**src/rtl/nos_dac_sequencer_if.sv**
```systemverilog
// Stereo sample stream from the I2S receive side into the DAC frame sequencer.
// Valid/ready: a word transfers on any clk edge where s_valid and s_ready are both high.
interface nos_dac_sequencer_if #(
    parameter int W = 48
) ();
    logic [W-1:0] s_data;
    logic         s_valid;
    logic         s_ready;

    modport master (output s_data, output s_valid, input s_ready);
    modport slave  (input s_data, input s_valid, output s_ready);
endinterface

```
**src/rtl/nos_dac_sequencer.sv**
```systemverilog
// Frame scheduler for the NOS DAC FULL-mode shifter: sample FIFO, one start pulse per
// frame, frame-aligned configuration, priming, underrun handling and end-of-frame stop.
module nos_dac_sequencer #(
    parameter int FIFO_DEPTH  = 4,
    parameter int PRIME_LEVEL = 2,
    parameter int FRAME_CLKS  = 64,
    parameter int UCNT_W      = 16,
    parameter int I2S_BITS    = 24,
    parameter int NOS_BITNUM  = 2
) (
    input  logic                    clk,
    input  logic                    resetn,
    input  logic                    enable,
    input  logic                    underrun_mode,
    input  logic [NOS_BITNUM-1:0]   cfg_nos_bitnum,
    input  logic                    cfg_bck_cont,
    nos_dac_sequencer_if.slave      s_if,
    output logic [I2S_BITS*2-1:0]   dac_data,
    output logic                    dac_start,
    output logic [NOS_BITNUM-1:0]   dac_nos_bitnum,
    output logic                    dac_bck_cont,
    output logic                    running,
    output logic [UCNT_W-1:0]       underrun_cnt,
    input  logic                    underrun_clr,
    output logic                    dbg_state
);
    localparam int AW = $clog2(FIFO_DEPTH);
    localparam int FW = $clog2(FRAME_CLKS);
    localparam int DW = I2S_BITS * 2;

    typedef enum logic {S_IDLE = 1'b0, S_RUN = 1'b1} state_t;

    state_t                r_state;
    logic [DW-1:0]         r_mem [FIFO_DEPTH];
    logic [AW-1:0]         r_wptr;
    logic [AW-1:0]         r_rptr;
    logic [AW:0]           r_fill;
    logic                  r_s_ready;
    logic [FW-1:0]         r_fcnt;
    logic [DW-1:0]         r_dac_data;
    logic                  r_dac_start;
    logic [NOS_BITNUM-1:0] r_dac_nos_bitnum;
    logic                  r_dac_bck_cont;
    logic                  r_running;
    logic [UCNT_W-1:0]     r_underrun_cnt;

    state_t                w_state_next;
    logic                  w_push;
    logic                  w_pop;
    logic                  w_start_next;
    logic                  w_underrun;
    logic                  w_stop;
    logic                  w_wrap;
    logic [AW:0]           w_fill_next;

    assign w_push      = s_if.s_valid & r_s_ready;
    assign w_wrap      = (r_state == S_RUN) && (r_fcnt == FW'(FRAME_CLKS - 1));
    assign w_fill_next = r_fill + (AW + 1)'(w_push) - (AW + 1)'(w_pop);

    always_comb begin
        w_state_next = r_state;
        w_pop        = 1'b0;
        w_start_next = 1'b0;
        w_underrun   = 1'b0;
        w_stop       = 1'b0;
        case (r_state)
            S_IDLE: begin
                if (enable && (r_fill >= (AW + 1)'(PRIME_LEVEL))) begin
                    w_state_next = S_RUN;
                    w_pop        = 1'b1;
                    w_start_next = 1'b1;
                end
            end
            S_RUN: begin
                // Stop is only honoured at the wrap so a frame is never cut short.
                if (w_wrap) begin
                    if (!enable) begin
                        w_state_next = S_IDLE;
                        w_stop       = 1'b1;
                    end else begin
                        w_start_next = 1'b1;
                        if (r_fill == '0) w_underrun = 1'b1;
                        else              w_pop      = 1'b1;
                    end
                end
            end
            default: w_state_next = S_IDLE;
        endcase
    end

    always_ff @(posedge clk or negedge resetn) begin
        if (!resetn) begin
            r_state          <= S_IDLE;
            r_wptr           <= '0;
            r_rptr           <= '0;
            r_fill           <= '0;
            r_s_ready        <= 1'b1;
            r_fcnt           <= '0;
            r_dac_data       <= '0;
            r_dac_start      <= 1'b0;
            r_dac_nos_bitnum <= '0;
            r_dac_bck_cont   <= 1'b0;
            r_running        <= 1'b0;
            r_underrun_cnt   <= '0;
        end else begin
            r_state     <= w_state_next;
            r_running   <= (w_state_next == S_RUN);
            r_dac_start <= w_start_next;
            r_fill      <= w_fill_next;
            r_s_ready   <= (w_fill_next < (AW + 1)'(FIFO_DEPTH));
            if (w_push) r_wptr <= r_wptr + 1'b1;
            if (w_pop)  r_rptr <= r_rptr + 1'b1;

            if ((r_state == S_RUN) && !w_wrap) r_fcnt <= r_fcnt + 1'b1;
            else                               r_fcnt <= '0;

            if (w_pop)                            r_dac_data <= r_mem[r_rptr];
            else if (w_underrun && !underrun_mode) r_dac_data <= '0;
            else if (w_stop)                       r_dac_data <= '0;

            // Config follows the inputs freely in IDLE; in RUN it only moves on the wrap.
            if ((r_state == S_IDLE) || w_wrap) begin
                r_dac_nos_bitnum <= cfg_nos_bitnum;
                r_dac_bck_cont   <= cfg_bck_cont;
            end

            if (underrun_clr)
                r_underrun_cnt <= {{(UCNT_W - 1){1'b0}}, w_underrun};
            else if (w_underrun && !(&r_underrun_cnt))
                r_underrun_cnt <= r_underrun_cnt + 1'b1;
        end
    end

    always_ff @(posedge clk) begin
        if (w_push) r_mem[r_wptr] <= s_if.s_data;
    end

    assign s_if.s_ready   = r_s_ready;
    assign dac_data       = r_dac_data;
    assign dac_start      = r_dac_start;
    assign dac_nos_bitnum = r_dac_nos_bitnum;
    assign dac_bck_cont   = r_dac_bck_cont;
    assign running        = r_running;
    assign underrun_cnt   = r_underrun_cnt;
    assign dbg_state      = r_state;
endmodule
```
**src/flat_wrapper.sv**
```systemverilog
// flat-port wrapper written by rule: the top's interface ports become plain ports
module nos_dac_sequencer_flat 
#(
    parameter int FIFO_DEPTH  = 4,
    parameter int PRIME_LEVEL = 2,
    parameter int FRAME_CLKS  = 64,
    parameter int UCNT_W      = 16,
    parameter int I2S_BITS    = 24,
    parameter int NOS_BITNUM  = 2
)
  (clk, resetn, enable, underrun_mode, cfg_nos_bitnum, cfg_bck_cont, dac_data, dac_start, dac_nos_bitnum, dac_bck_cont, running, underrun_cnt, underrun_clr, dbg_state, s_if_s_data, s_if_s_valid, s_if_s_ready);
  nos_dac_sequencer_if s_if_i ();
  input  logic clk;
  input  logic resetn;
  input  logic enable;
  input  logic underrun_mode;
  input  logic [NOS_BITNUM-1:0] cfg_nos_bitnum;
  input  logic cfg_bck_cont;
  output logic [I2S_BITS*2-1:0] dac_data;
  output logic dac_start;
  output logic [NOS_BITNUM-1:0] dac_nos_bitnum;
  output logic dac_bck_cont;
  output logic running;
  output logic [UCNT_W-1:0] underrun_cnt;
  input  logic underrun_clr;
  output logic dbg_state;
  input wire logic [$bits(s_if_i.s_data)-1:0] s_if_s_data;
  input wire logic [$bits(s_if_i.s_valid)-1:0] s_if_s_valid;
  output wire logic [$bits(s_if_i.s_ready)-1:0] s_if_s_ready;
  assign s_if_i.s_data = s_if_s_data;
  assign s_if_i.s_valid = s_if_s_valid;
  assign s_if_s_ready = s_if_i.s_ready;
  nos_dac_sequencer #(.FIFO_DEPTH(FIFO_DEPTH), .PRIME_LEVEL(PRIME_LEVEL), .FRAME_CLKS(FRAME_CLKS), .UCNT_W(UCNT_W), .I2S_BITS(I2S_BITS), .NOS_BITNUM(NOS_BITNUM)) u_core (.clk(clk), .resetn(resetn), .enable(enable), .underrun_mode(underrun_mode), .cfg_nos_bitnum(cfg_nos_bitnum), .cfg_bck_cont(cfg_bck_cont), .s_if(s_if_i), .dac_data(dac_data), .dac_start(dac_start), .dac_nos_bitnum(dac_nos_bitnum), .dac_bck_cont(dac_bck_cont), .running(running), .underrun_cnt(underrun_cnt), .underrun_clr(underrun_clr), .dbg_state(dbg_state));
endmodule
```
**config.mk**
```make
export PLATFORM = sky130hd
export DESIGN_NAME = nos_dac_sequencer_flat
export DESIGN_NICKNAME = d
export VERILOG_FILES = /design/src/rtl/nos_dac_sequencer_if.sv /design/src/rtl/nos_dac_sequencer.sv /design/src/flat_wrapper.sv
export SDC_FILE = /design/constraint.sdc
export NUM_CORES = 1
export LEC_CHECK = 0
export CAP_MARGIN = 20
export CORE_MARGIN = 1.5
export CORE_UTILIZATION = 50
export CTS_CLUSTER_DIAMETER = 120
export CTS_CLUSTER_SIZE = 16
export DETAILED_ROUTE_END_ITERATION = 8
export GPL_TIMING_DRIVEN = 0
export PLACE_DENSITY = 0.73
export SLEW_MARGIN = 30
export SYNTH_ARGS = -nofsm -noshare
export SYNTH_HDL_FRONTEND = slang
export SYNTH_SLANG_ARGS = --single-unit
```
**constraint.sdc**
```tcl
create_clock -name clk -period 3.42 [get_ports clk]
set_clock_uncertainty 0.1 [all_clocks]
set_input_delay 0.513 -clock clk [delete_from_list [all_inputs] [get_ports clk]]
set_output_delay 0.513 -clock clk [all_outputs]
set_load 0.02 [all_outputs]
```
==> impl_metrics.tcl <==
set metrics [dict create \
    die_area_mm2 0.02199 \
    gp_congestion 0.8636 \
    routedWlPerCell_um 21.71 \
    seq_area_frac_synth 0.7430 \
    grt.overflow.total 0 \
    antenna_found_initial 0 \
    wirelength_mm 21.64 \
    hold_violations 0 \
    place_area_mm2 0.01229 \
    setup_viol 0 \
    synth_cells 555 \
    drt_iter0_drc 343 \
    grt_pass1_wl_mm 33.73 \
    syn_area_per_cell_um2 19.02 \
    io_buffers 127 \
    maxSlewHeadroom 0.4984 \
    hpwl_mm 13.89 \
    syn_to_final_growth_pct 22.33 \
    report.final.slew_viol_count 0 \
    htreeDepth 1 \
    crit_required_ns 3.71 \
    drc 0 \
    synth_edf_count 192 \
    layout-drive-gt1-share 0.1529 \
    nFillCells 1456 \
    power_density_mw_per_mm2 542.3 \
    hold_buffers 1 \
    grt_pass1_vias 6091 \
    cts.sinks 275 \
    irDropWorstVdd_mv 0.3752 \
    max_stage_delay_ns 0.41 \
    critPathLaunchType "flop" \
    core_mm2 0.02049 \
    syn_nets 622 \
    criticalPathCategory "reg -> reg" \
    outcome "complete, no violations" \
    die_y_um 148.3 \
    cp_slowest_cell "o32ai_1" \
    mostFrequentLayoutCells "edfxtp_1, clkdlybuf4s50_1, dfrtp_1" \
    num_rows 52 \
    fmax_ghz 0.3211 \
    ant_nets 0 \
    synthDistinctLibCells 50 \
    ys_ff_latch 275 \
    synthFlopType "edfxtp_1" \
    cap_violations 0 \
    clk_path_buf_depth 3 \
    holdWs_ns 0.3603 \
    rsz0062_at_grt "false" \
    grt_max_degree 52 \
    numCtsBuffers 21 \
    start_util 0.5151 \
    ys_warn_count 0 \
    ioPinCount 128 \
    worst_slew_pin_slew_ns 0.7524 \
    final_common_cell "edfxtp_1" \
    die_w_um 148.3 \
    synthArstFlopShare 0.3018 \
    p_leak_nw 4.595 \
    final_core_util 0.6301 \
    worstPathMaxFanout 10 \
    min_period_over_period 0.9105 \
    cts_tree "done" \
    fin_nets 778 \
    num_vias 5713 \
    via_per_inst 5.730 \
    root_buffer "clkbuf_16" \
    grtUsageTotal 0.2015 \
    cp-end-kind "flop" \
    drt-pass1-iter-count 4 \
    clk_pin_slew_worst_paths_ns 0.07 \
    clk_latency_ns 0.51 \
    power.total_mw 7.003 \
    ctsResizeCount 0 \
    post_cts_buffers 0 \
    finalCriticalPeriod_ns 3.114 \
    syn_area_mm2 0.01056 \
    holdCritPathClass "reg -> reg" \
    worstPathArrival_ns 3.41 \
    path_cells "ha_1 -> nand3_4 -> o32ai_1 -> and2_1 -> buf_2 -> buf_4 -> ha_1 -> inv_1 -> ha_1 -> inv_1 -> fa_1 -> xnor2_1 -> inv_1" \
    design_area_mm2 0.01291 \
]
-- cells in the mapped netlist (4+ instances only) --
master / number / area share
a21oi_1: 9 / 0.0043
nand2_1: 16 / 0.0057
xnor2_1: 6 / 0.0050
edfxtp_1: 192 / 0.55
mux2_1: 5 / 0.0053
nand4_1: 6 / 0.0036
mux4_2: 48 / 0.10
dfrtp_1: 82 / 0.19
inv_1: 14 / 0.0050
nor2b_1: 6 / 0.0036
a22o_1: 48 / 0.040
and3_1: 11 / 0.0065
nand3_1: 9 / 0.0043
nor2_1: 16 / 0.0057
xor2_1: 4 / 0.0033
nor3_1: 6 / 0.0028
clkbuf_1: 8 / 0.0028
ha_1: 9 / 0.011
buf_2: 13 / 0.0062
buf_4: 4 / 0.0028
-- state kept, by name (all words and copies together) (netlist names), 2 cells and up --
name,cells
u_core.r_mem,192
u_core.r_fill,3
u_core.r_wptr,2
u_core.underrun_cnt,16
u_core.dac_nos_bitnum,2
u_core.dac_data,48
u_core.r_fcnt,6
u_core.r_rptr,2
-- logic make-up after synthesis --
| kind of cell | share of synthesized area |
|---|---|
| xor gates and xnor gates | 0.008296 |
| adders and majority gates | 0.01256 |
| and+or+nand+nor | 0.05026 |
| AOI/OAI and AO/OA | 0.05677 |
| DFF | 0.7430 |
| buffers and inverters | 0.01719 |
| muxes | 0.1119 |
-- final timing paths --
path | from | depth (start not counted) | to | slack, ns
min in group asynchronous | resetn | 2 | u_core.underrun_cnt[0]$_DFFE_PN0P_ | 0.37
max in group asynchronous | resetn | 3 | u_core.s_if.s_ready$_DFF_PN1_ | 2.24
worst max-delay path | u_core.r_fcnt[0]$_DFF_PN0_ | 13 | u_core.r_fill[2]$_DFF_PN0_ | 0.31
worst min-delay path | u_core.r_fcnt[0]$_DFF_PN0_ | 1 | u_core.r_fcnt[0]$_DFF_PN0_ | 0.36
worst max register to register | u_core.r_fcnt[0]$_DFF_PN0_ | 13 | u_core.r_fill[2]$_DFF_PN0_ | 0.31
worst min register to register | u_core.r_fcnt[0]$_DFF_PN0_ | 1 | u_core.r_fcnt[0]$_DFF_PN0_ | 0.36
-- report_power, final --
group | switching, mW | internal, mW | total, mW
logic | 0.385 | 0.274 | 0.659
registers | 0.115 | 3.96 | 4.07
clock network | 1.10 | 1.17 | 2.27
-- layout make-up --
| type | instances | area (µm²) | share of cell area |
|---|---|---|---|
| inverter | 14 | 52.55 | 0.004069 |
| clock buffer | 36 | 581.8 | 0.04505 |
| multi-input combinational | 240 | 2551 | 0.1976 |
| tap | 270 | 337.8 | 0.02616 |
| sequential | 275 | 7844 | 0.6074 |
| buffer | 26 | 128.9 | 0.009980 |
| clock inverter | 2 | 25.02 | 0.001938 |
| antenna | 1 | 2.502 | 0.0001938 |
| timing repair buffer | 133 | 1390 | 0.1076 |
-- stage by stage --
stage               std cells  setup TNS, ns  setup WS (ns)
finish                    997              0         0.3061
global route              996              0        0.08815
CTS                       996              0         0.2901
detailed placement        957              0         0.3149
global placement          952        -188.07         -1.684
floorplan                 555              0         0.7245
-- critical path: cells and delay by family, from the launching register on --
kind | cells | cell delay [ns]
xor+xnor | 1 | 0.21
simple gates | 2 | 0.33
buf+inv | 5 | 0.56
flops | 1 | 0.37
compound gates | 1 | 0.41
fa+ha+maj | 4 | 1.01
-- per-layer routing --
metal	share of wire	track usage	wire length (µm)
met4	0.017	0.04158	362
met5	0	0	0
met2	0.50	0.3472	10870
met3	0.058	0.04479	1265
met1	0.42	0.2666	9149
(Power assumes the default switching activity.)
